[src/rtl/stage_memory_wb.sv]
// Memory-access stage: issues load/store requests to data memory over a
// req/ready handshake, stalls the pipeline while an access is outstanding,
// and registers the writeback bus (enable, destination, value) for decode.
module stage_memory_wb #(
  parameter int unsigned WAIT_LIMIT = 255
) (
  input  logic        clk,
  input  logic        rst,
  input  logic        mem_reg_write,
  input  logic        mem_mem_write,
  input  logic [1:0]  mem_result_src,
  input  logic [31:0] mem_alu_result,
  input  logic [31:0] mem_write_data,
  input  logic [4:0]  mem_rd,
  input  logic [31:0] mem_pc_plus_4,
  output logic        dmem_req,
  output logic        dmem_we,
  output logic [31:0] dmem_addr,
  output logic [31:0] dmem_wdata,
  input  logic        dmem_ready,
  input  logic [31:0] dmem_rdata,
  output logic        mem_stall,
  output logic        mem_fault,
  output logic [31:0] mem_fwd_value,
  output logic        wb_reg_write,
  output logic [4:0]  wb_rd,
  output logic [31:0] wb_result
);

  typedef enum logic {
    S_IDLE = 1'b0,
    S_WAIT = 1'b1
  } state_e;

  // Final WAIT cycle index; reaching it without ready aborts the access.
  localparam logic [7:0] LAST_WAIT = 8'(WAIT_LIMIT - 1);

  state_e      state_q, state_d;
  logic [7:0]  cnt_q, cnt_d;
  logic        req_q, req_d;
  logic        we_q, we_d;
  logic [31:0] addr_q, addr_d;
  logic [31:0] wdata_q, wdata_d;
  logic        fault_q, fault_d;
  logic        wb_rw_q, wb_rw_d;
  logic [4:0]  wb_rd_q, wb_rd_d;
  logic [31:0] wb_res_q, wb_res_d;

  logic        is_mem;
  logic        misaligned;
  logic        start;
  logic        stall_raw;
  logic [31:0] load_data;

  assign is_mem     = mem_mem_write | (mem_result_src == 2'b01);
  assign misaligned = is_mem & (mem_alu_result[1:0] != 2'b00);
  assign start      = is_mem & ~misaligned;

  // Forwarding tap for the hazard unit: link value for jumps, ALU otherwise.
  always_comb begin
    mem_fwd_value = mem_alu_result;
    if (mem_result_src == 2'b10) begin
      mem_fwd_value = mem_pc_plus_4;
    end
  end

  // Next-state, handshake, fault and stall decode for the access FSM.
  always_comb begin
    state_d   = state_q;
    cnt_d     = cnt_q;
    req_d     = req_q;
    we_d      = we_q;
    addr_d    = addr_q;
    wdata_d   = wdata_q;
    fault_d   = 1'b0;
    stall_raw = 1'b0;
    load_data = '0;
    unique case (state_q)
      S_IDLE: begin
        if (start) begin
          stall_raw = 1'b1;
          state_d   = S_WAIT;
          req_d     = 1'b1;
          we_d      = mem_mem_write;
          addr_d    = {mem_alu_result[31:2], 2'b00};
          wdata_d   = mem_write_data;
          cnt_d     = '0;
        end else if (misaligned) begin
          fault_d = 1'b1;
        end
      end
      S_WAIT: begin
        // Ready is checked first so that it wins over a coinciding timeout.
        if (dmem_ready) begin
          state_d   = S_IDLE;
          req_d     = 1'b0;
          load_data = dmem_rdata;
        end else if (cnt_q == LAST_WAIT) begin
          state_d = S_IDLE;
          req_d   = 1'b0;
          fault_d = 1'b1;
        end else begin
          stall_raw = 1'b1;
          cnt_d     = cnt_q + 8'd1;
        end
      end
      default: begin
        state_d = S_IDLE;
      end
    endcase
  end

  // Writeback register input: bubble while stalled, otherwise select by source.
  always_comb begin
    wb_rw_d  = 1'b0;
    wb_rd_d  = '0;
    wb_res_d = '0;
    if (!stall_raw) begin
      wb_rw_d = mem_reg_write;
      wb_rd_d = mem_rd;
      unique case (mem_result_src)
        2'b01:   wb_res_d = load_data;
        2'b10:   wb_res_d = mem_pc_plus_4;
        default: wb_res_d = mem_alu_result;
      endcase
    end
  end

  // FSM state, wait counter and registered memory request.
  always_ff @(posedge clk or posedge rst) begin
    if (rst) begin
      state_q <= S_IDLE;
      cnt_q   <= '0;
      req_q   <= 1'b0;
      we_q    <= 1'b0;
      addr_q  <= '0;
      wdata_q <= '0;
      fault_q <= 1'b0;
    end else begin
      state_q <= state_d;
      cnt_q   <= cnt_d;
      req_q   <= req_d;
      we_q    <= we_d;
      addr_q  <= addr_d;
      wdata_q <= wdata_d;
      fault_q <= fault_d;
    end
  end

  // Writeback bus register feeding the register-file write port.
  always_ff @(posedge clk or posedge rst) begin
    if (rst) begin
      wb_rw_q  <= 1'b0;
      wb_rd_q  <= '0;
      wb_res_q <= '0;
    end else begin
      wb_rw_q  <= wb_rw_d;
      wb_rd_q  <= wb_rd_d;
      wb_res_q <= wb_res_d;
    end
  end

  // Stall is forced low while reset is held so the hazard unit releases at once
  // even if the upstream register still presents a memory instruction.
  assign mem_stall    = stall_raw & ~rst;
  assign mem_fault    = fault_q;
  assign dmem_req     = req_q;
  assign dmem_we      = we_q;
  assign dmem_addr    = addr_q;
  assign dmem_wdata   = wdata_q;
  assign wb_reg_write = wb_rw_q;
  assign wb_rd        = wb_rd_q;
  assign wb_result    = wb_res_q;

endmodule

[config.mk]
export PLATFORM = sky130hd
export DESIGN_NAME = stage_memory_wb
export DESIGN_NICKNAME = d
export VERILOG_FILES = /design/src/rtl/stage_memory_wb.sv
export SDC_FILE = /design/constraint.sdc
export NUM_CORES = 1
export LEC_CHECK = 0
export ABC_CLOCK_PERIOD_IN_PS = 5100
export CORE_UTILIZATION = 41
export CTS_BUF_LIST = sky130_fd_sc_hd__clkbuf_4 sky130_fd_sc_hd__clkbuf_8
export DETAILED_ROUTE_END_ITERATION = 8
export MAX_ROUTING_LAYER = met4
export PLACE_DENSITY = 0.83
export RECOVER_POWER = 25
export SLEW_MARGIN = 0
export SYNTH_ARGS = -nofsm -noshare
export SYNTH_HDL_FRONTEND = slang
export SYNTH_SLANG_ARGS = --single-unit
export TNS_END_PERCENT = 30
[constraint.sdc]
create_clock -name clk -period 5.1 [get_ports clk]
set_clock_uncertainty 0.2 [all_clocks]
set_input_delay 1.02 -clock clk [delete_from_list [all_inputs] [get_ports clk]]
set_output_delay 1.02 -clock clk [all_outputs]
set_load 0.03 [all_outputs]
==> metrics <==
Worst VDD drop=0.162 mV; wire length per cell=18.9 microns; Critical Path Start Type=input pin; depth of the CTS H-tree=3; total of hold buffers inserted after clock tree synthesis=0; layout cell share with drive strength beyond 1=12.6%; Critical Path Source=mem_result_src[1]; post-CTS setup-driven buffer insertion count=0; required time of the critical path=3.88 ns; total routing usage reported by global routing=25.1%; Worst Path Arrival=3.19 ns; leading cell type in the layout, fill and taps excluded=sky130_fd_sc_hd__clkdlybuf4s50_1; path type of the worst setup path=input pin to output pin; final core occ=68.1%; number of design-rule violations left by the first detailed-router iteration=121; number of antenna violations at the first check in global routing=0; synthesis-stage register bit count=112; number of fill cells=946; number of buffers added by the clock tree synthesis step=9; vias after detailed routing=4301; most frequent cells in the layout=sky130_fd_sc_hd__clkdlybuf4s50_1, sky130_fd_sc_hd__dfrtp_1, sky130_fd_sc_hd__mux2_1, sky130_fd_sc_hd__nor2b_1; count of final setup violators=0; slew at the pin closest to its max-slew limit=3.07 ns; worst min-delay path category=flop to flop; final critical-path share of the clock period=86.5%; static leakage=3.36 nW; source of the worst register-to-register timing path=state_q$_DFF_PP0_; DIE WIDTH=115 microns; register-to-register setup slack=2.62 ns; run status=finished, violations left; # port buffers=275; worst min-delay path startpoint=dmem_wdata[27]$_DFFE_PP0P_; DRC violations left=0; main flop type after synthesis=sky130_fd_sc_hd__dfrtp_1; Total Nets Final=800; violations in the final reports=max-capacitance violations, max-slew violations; final number of hold-violating endpoints=0; time the final worst path needs with I/O delays and setup=4.41 ns; final weighted congestion in routability-driven placement=0.816; number of optimization iterations in the first detailed-route pass=4; DR vias/cell=5.19; clock-pin slew on the worst setup and hold paths=0.09 ns; wire length of the first global-routing pass=24000 microns; CP Max Fanout=8; per-instance average area after synthesis=13.3 sq um; clock sink total=112; summed instance area of the synthesized netlist=0.00524 sq mm; Yosys Warn Count=0; fmax=227 MHz; Rows=40; Die Area=0.0132 sq mm; delay of the slowest cell on the worst path=0.68 ns; Slowest cell on crit path=sky130_fd_sc_hd__clkdlybuf4s50_1; starting density of the core=42.9%; Chip Height=115 microns; largest net degree at the start of global routing=82; maximum clock insertion buffer count=2; area inside the core boundary=0.0122 sq mm; Setup TNS=0 ns; synthesized netlist cell count=395; placed wire-length estimate=11700 microns; via count of the first global-routing pass=4599; Routed Wire Length=15700 microns; cts repair resizes=0; number of max-slew violations in the final report=82; Setup crit end kind=output pin; Root Driver=sky130_fd_sc_hd__clkbuf_8; Antenna Diode Count=0; clock network latency to the later pin of the worst-skew pair=0.36 ns; setup repair after global routing missed its margin=false; power per cell area=353 mW/mm^2; clock tree from TritonCTS=built; FFs w/ async S/R, synth=100%; area delta synth->final=58.6%; post-route antenna net violation count=0; aggregate global routing overflow=0; IO Count=278; proportion of synthesized chip area in sequential cells=53.5%; Max-Slew Margin vs Limit=-104%; CP cell instances=dlygate4sd3_1 > inv_1 > ha_1 > o21bai_1 > nor3_4 > and2b_1 > nor2_1 > clkdlybuf4s50_1; number of enable-type register cells in the synthesized netlist=0; max cap viols=1; Cell variety after synth=41
==> synth_stat cells, drive strengths merged (3+ instances only) <==
library cell / instances / area [sq um]
dfrtp: 112 / 2800
mux2: 95 / 1070
nor3: 35 / 320
nor2b: 33 / 206
a221oi: 32 / 280
buf: 17 / 119
clkbuf: 14 / 52.6
and2: 6 / 37.5
inv: 5 / 18.8
ha: 4 / 50.1
nand2: 4 / 15.0
nor2: 4 / 15.0
o21ai: 4 / 20.0
a22o: 3 / 26.3
==> cell type report <==
class / count / area (sq um) / area share, %
clock buffers: 14 / 186 / 2.24
clock inverters: 2 / 35.0 / 0.422
inverters: 5 / 18.8 / 0.226
multi-input cells: 248 / 2260 / 27.2
flip-flops and latches: 112 / 2800 / 33.7
well taps: 168 / 210 / 2.53
repair buffers: 280 / 2800 / 33.7
==> state kept, by name, summed over array words and instances (netlist names) <==
| name | count |
|---|---|
| dmem_we | 1 |
| cnt_q | 8 |
| dmem_addr | 30 |
| wb_result | 32 |
| wb_rd | 5 |
| dmem_req | 1 |
| dmem_wdata | 32 |
| state_q | 1 |
| mem_fault | 1 |
| wb_reg_write | 1 |
==> kinds of logic (layout without fill, tap and decap cells) <==
family	after synthesis	count (layout)	share of synthesized area (%)
buffers and inverters	36	301	3.63
flip-flops	112	112	53.5
XOR/XNOR	3	3	0.502
AND/OR/NAND/NOR	95	95	13.2
other	1	2	0.0716
adder cells (fa/ha/maj)	4	4	0.955
multiplexers	97	97	20.8
AO/OA/AOI/OAI	47	47	7.33
==> per-stage QoR <==
stage	area [sq um]	total power [W]	std cells	worst slack (ns)	hold WS, ns
2_1_floorplan	5240	0.00180	396	0.921	0.315
3_3_place_gp	8100	0.00236	813	0.875	0.268
3_5_place_dp	8100	0.00239	813	0.818	0.274
4_1_cts	8320	0.00296	829	0.813	0.295
5_1_grt	8310	0.00307	829	0.357	0.311
6_report	8310	0.00293	829	0.688	0.290
==> routing by layer <==
metal  global-route usage [%]  part of all wire, %
met2                     44.1                   51
met3                     5.59                  7.2
met5                        -                    0
met4                     10.5                  2.7
met1                     27.3                   39
==> path summary, 6_finish.rpt <==
check | endpoint | cells after the start
worst max-delay path | mem_stall | 8
worst min-delay path | dmem_wdata[27]$_DFFE_PP0P_ | 1
worst max register to register | wb_result[2]$_DFF_PP0_ | 5
worst min register to register | dmem_wdata[27]$_DFFE_PP0P_ | 1
max in group asynchronous | wb_result[0]$_DFF_PP0_ | 3
min in group asynchronous | dmem_wdata[12]$_DFFE_PP0P_ | 2
==> worst max-delay path, delay by kind of cell <==
| kind | cells | cell delay, ns |
|---|---|---|
| compound gates | 1 | 0.13 |
| buf+inv | 3 | 1.32 |
| fa+ha+maj | 1 | 0.18 |
| simple gates | 3 | 0.53 |
==> power by group <==
part           switching (W)  internal (W)  total (W)
Clock               0.000286      0.000286   0.000572
Combinational       0.000663      0.000550    0.00121
Sequential         0.0000860       0.00106    0.00115
No activity file was read; power rests on OpenSTA's default activity.
